### src/rtl/floor_request_loader_if.sv
// Floor-request loader bundle: call inputs from the panel/controller side and
// the one-hot request word, LOAD strobe and occupancy status toward the slot bank.
interface floor_request_loader_if;
    logic [7:0] btn;
    logic [2:0] cur_floor;
    logic [7:0] served;
    logic       free;
    logic [7:0] req_out;
    logic       load;
    logic [7:0] pending;
    logic [2:0] slots_used;
    logic       full;

    modport master (
        output btn, cur_floor, served, free,
        input  req_out, load, pending, slots_used, full
    );

    modport slave (
        input  btn, cur_floor, served, free,
        output req_out, load, pending, slots_used, full
    );
endinterface

### src/rtl/floor_request_loader.sv
// Purpose: latch/dedup floor calls, feed them one at a time (one-hot word + LOAD) into a 4-slot bank; REQ_SYNC_EN adds a BTN synchronizer.
// Latency: press->PENDING 1 edge (3 with REQ_SYNC_EN); IDLE decision to LOAD high is 2 cycles, one load per 4 cycles.
// Backpressure: new loads are held in IDLE while all 4 slots are used; a load already started always completes.
module floor_request_loader (
    input  logic                   CLK,
    input  logic                   RESET,
    floor_request_loader_if.slave  bus
);

    localparam logic [1:0] IDLE   = 2'd0;
    localparam logic [1:0] SETUP  = 2'd1;
    localparam logic [1:0] STROBE = 2'd2;
    localparam logic [1:0] HOLD   = 2'd3;

    logic [1:0] state_q;
    logic [1:0] state_d;
    logic [7:0] bs;
    logic [7:0] bs_q;
    logic [7:0] rise;
    logic [7:0] cur_oh;
    logic [7:0] cand;
    logic [7:0] cand_oh;
    logic [7:0] pending_q;
    logic [7:0] loaded_q;
    logic [7:0] req_q;
    logic       load_q;
    logic [2:0] slots_q;
    logic       full;
    logic       start;
    logic       slot_inc;
    logic       slot_dec;

`ifdef REQ_SYNC_EN
    logic [7:0] sync1_q;
    logic [7:0] sync2_q;

    always_ff @(posedge CLK) begin
        if (!RESET) begin
            sync1_q <= 8'd0;
            sync2_q <= 8'd0;
        end else begin
            sync1_q <= bus.btn;
            sync2_q <= sync1_q;
        end
    end

    assign bs = sync2_q;
`else
    assign bs = bus.btn;
`endif

    assign rise   = bs & ~bs_q;
    assign cur_oh = 8'd1 << bus.cur_floor;
    assign full   = (slots_q == 3'd4);

    // A call for the floor the car is standing at is never loaded.
    assign cand    = pending_q & ~loaded_q & ~cur_oh;
    assign cand_oh = cand & (~cand + 8'd1);
    assign start   = (state_q == IDLE) && (cand != 8'd0) && !full;

    assign slot_inc = (state_q == STROBE);
    assign slot_dec = bus.free && (slots_q != 3'd0);

    always_comb begin
        state_d = state_q;
        case (state_q)
            IDLE:    if (start) state_d = SETUP;
            SETUP:   state_d = STROBE;
            STROBE:  state_d = HOLD;
            HOLD:    state_d = IDLE;
            default: state_d = IDLE;
        endcase
    end

    always_ff @(posedge CLK) begin
        if (!RESET) begin
            state_q   <= IDLE;
            bs_q      <= 8'd0;
            pending_q <= 8'd0;
            loaded_q  <= 8'd0;
            req_q     <= 8'd0;
            load_q    <= 1'b0;
            slots_q   <= 3'd0;
        end else begin
            state_q   <= state_d;
            bs_q      <= bs;
            // SERVED beats a same-cycle press and a same-cycle load of that floor.
            pending_q <= (pending_q | (rise & ~cur_oh)) & ~bus.served;
            loaded_q  <= (loaded_q | (start ? cand_oh : 8'd0)) & ~bus.served;
            if (start) begin
                req_q <= cand_oh;
            end
            load_q <= (state_q == SETUP);
            if (slot_inc && !bus.free) begin
                slots_q <= slots_q + 3'd1;
            end else if (!slot_inc && slot_dec) begin
                slots_q <= slots_q - 3'd1;
            end
        end
    end

    assign bus.req_out    = req_q;
    assign bus.load       = load_q;
    assign bus.pending    = pending_q;
    assign bus.slots_used = slots_q;
    assign bus.full       = full;

endmodule

### src/flat_wrapper.sv
// flat-port wrapper written by rule: the top's interface ports become plain ports
module floor_request_loader_flat 
  (CLK, RESET, bus_btn, bus_cur_floor, bus_served, bus_free, bus_req_out, bus_load, bus_pending, bus_slots_used, bus_full);
  floor_request_loader_if bus_i ();
  input  logic CLK;
  input  logic RESET;
  input wire logic [$bits(bus_i.btn)-1:0] bus_btn;
  input wire logic [$bits(bus_i.cur_floor)-1:0] bus_cur_floor;
  input wire logic [$bits(bus_i.served)-1:0] bus_served;
  input wire logic [$bits(bus_i.free)-1:0] bus_free;
  output wire logic [$bits(bus_i.req_out)-1:0] bus_req_out;
  output wire logic [$bits(bus_i.load)-1:0] bus_load;
  output wire logic [$bits(bus_i.pending)-1:0] bus_pending;
  output wire logic [$bits(bus_i.slots_used)-1:0] bus_slots_used;
  output wire logic [$bits(bus_i.full)-1:0] bus_full;
  assign bus_i.btn = bus_btn;
  assign bus_i.cur_floor = bus_cur_floor;
  assign bus_i.served = bus_served;
  assign bus_i.free = bus_free;
  assign bus_req_out = bus_i.req_out;
  assign bus_load = bus_i.load;
  assign bus_pending = bus_i.pending;
  assign bus_slots_used = bus_i.slots_used;
  assign bus_full = bus_i.full;
  floor_request_loader u_core (.CLK(CLK), .RESET(RESET), .bus(bus_i));
endmodule
### config.mk
export PLATFORM = sky130hd
export DESIGN_NAME = floor_request_loader_flat
export DESIGN_NICKNAME = d
export VERILOG_FILES = /design/src/rtl/floor_request_loader_if.sv /design/src/rtl/floor_request_loader.sv /design/src/flat_wrapper.sv
export SDC_FILE = /design/constraint.sdc
export NUM_CORES = 1
export LEC_CHECK = 0
export BUFFER_PORTS_ARGS = -buffer_cell sky130_fd_sc_hd__buf_2
export CAP_MARGIN = 20
export CORE_ASPECT_RATIO = 1.5
export CORE_MARGIN = 1.5
export CORE_UTILIZATION = 40
export CTS_BUF_LIST = sky130_fd_sc_hd__clkbuf_4
export DETAILED_ROUTE_END_ITERATION = 8
export PLACE_DENSITY = 0.73
export SKIP_CTS_REPAIR_TIMING = 1
export SYNTH_ARGS = -nofsm -noshare
export SYNTH_HDL_FRONTEND = slang
export SYNTH_SLANG_ARGS = --single-unit
export TNS_END_PERCENT = 20
### constraint.sdc
create_clock -name CLK -period 3.8 [get_ports CLK]
set_clock_uncertainty 0.15 [all_clocks]
set_input_delay 0.57 -clock CLK [delete_from_list [all_inputs] [get_ports CLK]]
set_output_delay 0.57 -clock CLK [all_outputs]
set_load 0.02 [all_outputs]
* Word-level counts from Yosys, hierarchy flattened
Cells that the tools add are included.
** Word-level totals
- Bits in registers :: 38
- Input bits :: 22
- Word-level logic and storage cells :: 47
- Output and inout bits :: 21
** Cells by class
- Bitwise operators :: 14
- Reductions and logical operators :: 12
- Eq/ne operators :: 5
- Muxes and demuxes :: 5
- Shifts and indexed selects :: 1
- Add/sub/neg operators :: 3
** Operator list (count)
- 8-bit bitwise AND :: 7
- 8-bit inverter :: 5
- 8-bit bitwise OR :: 2
- 8-bit by 1-bit adder with 8-bit output (second input constant) :: 1
- 8-bit two-way mux :: 1
- 2-bit one-hot mux with 4 select lines :: 1
- 8-bit nonzero test :: 1
- 1-bit by 3-bit left shift with 8-bit output (first input constant) :: 1
- 3-bit two-way mux :: 2
- 1-bit logical AND :: 5
- 2-bit == test (second input constant) :: 2
- 3-bit by 1-bit adder with 3-bit output (second input constant) :: 1
- 3-bit == test (second input constant) :: 1
- 1-bit zero test :: 3
- 3-bit nonzero test :: 1
- 3-bit by 1-bit subtractor with 3-bit output (second input constant) :: 1
- 2-bit by 1-bit == test with 1-bit output (second input constant) :: 1
- 2-bit zero test :: 1
- 2-bit two-way mux :: 1
- 2-bit by 1-bit inequality test with 1-bit output (second input constant) :: 1
- 2-bit nonzero test :: 1

* Logic depth before layout (Yosys ltp)
- Depth after elaboration :: 9
- Mapped depth :: 11
- Gate-level depth less buffers :: 10

* Worst setup path after synthesis
No wires, ideal clock.
- Path kind :: input-to-reg
- Start point :: input bus_cur_floor[2]
- End point :: register u_core.state_q[0]
- Data arrival time :: 2.074 ns
- Path slack :: 1.449 ns
- Setup time :: 0.127 ns
- Stages on the path :: 5
- Buffers on the path :: 0
- Required time :: 3.523 ns
- Cells stage by stage :: or3_4 > a222oi_1 > nand4b_4 > o2111a_1 > or3_1
** Between the ends
- Cells in the longest elaborated chain, start to end :: 7
** RTL lines
- start, declared :: line flat_wrapper.sv:8 : input wire logic [$bits(bus_i.cur_floor)-1:0] bus_cur_floor;
- 1-bit by 3-bit left shift with 8-bit output :: line floor_request_loader.sv:53 : assign cur_oh = 8'd1 << bus.cur_floor;
- 8-bit inverter :: line floor_request_loader.sv:57 : assign cand = pending_q & ~loaded_q & ~cur_oh;
- 8-bit bitwise AND :: line floor_request_loader.sv:57
- 8-bit nonzero test :: line floor_request_loader.sv:59 : assign start = (state_q == IDLE) && (cand != 8'd0) && !full;
- 1-bit logical AND (2 in series) :: line floor_request_loader.sv:59
- 2-bit by 1-bit inequality test with 1-bit output (no source line)
- end signal, assigned :: line floor_request_loader.sv:85 : state_q <= state_d;
- end, declared :: line floor_request_loader.sv:15 : logic [1:0] state_q;
Every way passes these cells.
A chain may end at the register's enable or synchronous reset.

* Worst setup path in the final report
- Start point :: register u_core.state_q[0]
- End point :: register u_core.slots_q[2], in the netlist u_core.bus.slots_used[2]
** Between the ends
- Cells in the longest elaborated chain, start to end :: 4
- Elaborated cells between the ends (all ways) :: 6
- Classes of those cells :: eq/ne: 1; mux: 1; reduce/logical: 4
** RTL lines
- 2-bit == test * :: line floor_request_loader.sv:61 : assign slot_inc = (state_q == STROBE);
- 1-bit zero test :: line floor_request_loader.sv:96 : end else if (!slot_inc && slot_dec) begin
- 1-bit logical AND :: line floor_request_loader.sv:96
- 2-bit nonzero test (no source line)
- end signal, assigned :: line floor_request_loader.sv:95 : slots_q <= slots_q + 3'd1;
- end signal, assigned :: line floor_request_loader.sv:97 : slots_q <= slots_q - 3'd1;
- end, declared :: line floor_request_loader.sv:27 : logic [2:0] slots_q;
Every way passes the cells marked *; elsewhere a longest branch is shown, timed or not.

==> metrics.md <==
| Metric | Value |
|---|---|
| Final hold vios | `0` |
| Worst setup path class | `flip-flop to flip-flop` |
| Final Wtd Congestion | `0.781` |
| Total power | `between 0.0009 and 0.001 W` |
| Arr. time, crit path | `between 2000 and 3000 ps` |
| CTS Buf Count | `5` |
| I/O Pins | `43` |
| Routed Wire Length | `3730 um` |
| Syn_area_per_cell | `9.42 sq um` |
| Crit-path max FO | `9` |
| Share of cells above drive strength 1 | `0.246` |
| Synth cell types | `41` |
| Clk_lat worst skew | `between 300 and 400 ps` |
| Final min period | `2470 ps` |
| Area of the die | `4670 sq um` |
| IO buf count | `42` |
| Final setup violation count | `0` |
| Relative slew slack | `0.604` |
| Main synth FF type | `dfxtp_1` |
| Most common cell in the synthesized netlist | `dfxtp_1` |
| Pre-CTS WS | `1200 ps` |
| Commonest cells post-synth | `dfxtp_1 (38), inv_1 (22), nor3_1 (13)` |
| Remaining antenna violation count | `0` |
| Post-synth top area cell | `dfxtp_1` |
| Leak Pwr | `between 0.9 and 1 nW` |
| Cell Rows | `28` |
| First-pass GRT wire length | `6360 um` |
| Max Slew Vio Count | `0` |
| H-tree Lvls | `2` |
| Post-synthesis net count | `208` |
| Setup ws final | `1330 ps` |
| Area Growth Syn to Fin | `16.9%` |
| Longest Clk Path Bufs | `2` |
| Crit start category | `flip-flop` |
| Initial DRC count | `62` |
| Die Y | `a little over 80 um` |
| Number of global-route vias before repair | `~1,400` |
| Sink Count | `38` |
| Antenna violations before repair | `0` |
| Fmax | `404 MHz` |
| Syn Std Cell Area | `1710 sq um` |
| Asr flop ratio synth | `0` |
| Register clock-pin slew on the reported worst setup and hold paths | `110 ps` |
| Post-synth top area share | `0.446` |
| Status | `finished, final reports clean` |
| Worst Path Required | `3930 ps` |
| Worst Hold Class | `input pin to flip-flop` |
| Largest net degree at the start of global routing | `30` |
| DRC Markers | `0` |
| Synth area leaders | `dfxtp_1 (45%), inv_1 (4.8%), nor3_1 (3.8%)` |
| Routed WL per cell | `~14 um` |
| Final Cycle Share | `0.651` |
| DRT Pass-1 Iters | `4` |
| Slew @ Worst Pin | `593 ps` |
| Die width | `56.3 um` |
| Gr ovfl total | `0` |
| PD cells | `474 nW/um^2` |
| Via count | `1,455` |
| Post-synth EDFFs | `0` |
| Initial Util | `0.423` |
| Post-Syn Instances | `181` |
| Kind of end point of the critical path | `flip-flop` |
| Root Buffer | `clkbuf_4` |
| CTS tree | `done` |
| Ant diodes | `0` |
| Total of max-cap violations | `0` |
| Post-synthesis sequential area ratio | `0.446` |
| Core ar. | `4030 sq um` |
| WHS | `242 ps` |
| Post-DR vias/cell | `5.41` |
| Yosys reg bits | `38` |
| Fin nets | `around 250` |
| Gr usage total | `0.173` |
| Maximum VDD drop | `0.000245 V` |
| Total Neg Setup Slack | `0 ps` |
| Synthesis warning total | `0` |
| RSZ-0062 raised after global routing | `no` |
| Hpwl dp | `2770 um` |
report_power, final:
group / switching, W / internal, W
clock network: 0.000123 / 0.0000632
registers: 0.0000276 / 0.000433
logic: 0.000178 / 0.000121
total: 0.000328 / 0.000618
final timing paths:
| check | slack [ps] | start | end | cells after the start |
|---|---|---|---|---|
| setup / recovery | 1330 | u_core.state_q[0] | u_core.bus.slots_used[2] | 10 |
| hold / removal | 240 | bus_served[2] | u_core.bus.pending[2] | 2 |
| setup reg to reg | 1330 | u_core.state_q[0] | u_core.bus.slots_used[2] | 10 |
| hold reg to reg | 350 | u_core.loaded_q[1] | u_core.loaded_q[1] | 2 |
worst max-delay path, cell delays in order, from the launching register on:
cell and delay [ps]:
dfxtp_1 340, inv_1 100, ha_1 330, nor2b_1 340, inv_1 90, fa_1 410, nor3b_1 240, o21ai_0 120
a21oi_1 160, a21oi_1 50, nor2_1 80
layout make-up:
class,instances,area (sq um)
Clock buffer,5,37.5
Multi-Input combinational cell,115,840
Clock inverter,1,3.75
Timing Repair Buffer,42,210
Inverter,23,86.3
Tap cell,45,56.3
Fill cell,405,2030
Sequential cell,38,761
per-stage QoR:
| step | utilization | std cells | cell area, sq um |
|---|---|---|---|
| finish | 0.495 | 269 | 1990 |
| global route | 0.495 | 269 | 1990 |
| CTS | 0.495 | 269 | 1990 |
| detailed placement | 0.485 | 263 | 1950 |
| global placement | 0.485 | 263 | 1950 |
| floorplan | - | 181 | 1710 |
layer usage:
layer	share of wire	vias up	track usage
met3	0.043	5	0.0436
met1	0.41	685	0.182
met2	0.52	32	0.311
met5	0	-	0
li1	-	733	-
met4	0.023	0	0.0844
sequential cells by signal, indices dropped and copies added (netlist names):
| signal | cells |
|---|---|
| u_core.loaded_q | 8 |
| u_core.bus.pending | 8 |
| u_core.bus.req_out | 8 |
| u_core.bus.load | 1 |
| u_core.bus.slots_used | 3 |
| u_core.bs_q | 8 |
| u_core.state_q | 2 |
logic make-up (layout without fill, tap and decap cells):
group,Yosys count,count (layout),share of synthesized area
buffers and inverters,28,71,0.0616
AND/OR/NAND/NOR,68,68,0.245
adder cells (fa/ha/maj),5,5,0.0411
flip-flops,38,38,0.446
AO/OA/AOI/OAI,42,42,0.206
placed cells by master (no fill, tap or decap), types with 2 or more instances in the layout:
cell type,Yosys,routed
dfxtp_1,38,38
a211oi_1,3,3
clkbuf_4,0,5
buf_2,0,42
inv_1,22,22
a22o_1,7,7
or3b_2,2,2
nand3_1,5,5
ha_1,4,4
nor2_1,9,9
o21a_1,2,2
o21ai_0,2,2
nor2b_1,9,9
nor3_1,13,13
nand2_1,7,7
a21oi_1,3,3
and2_1,9,9
a31oi_1,9,9
o211a_1,6,6
nand3b_1,4,4
Power figures use the tool's default switching activity.
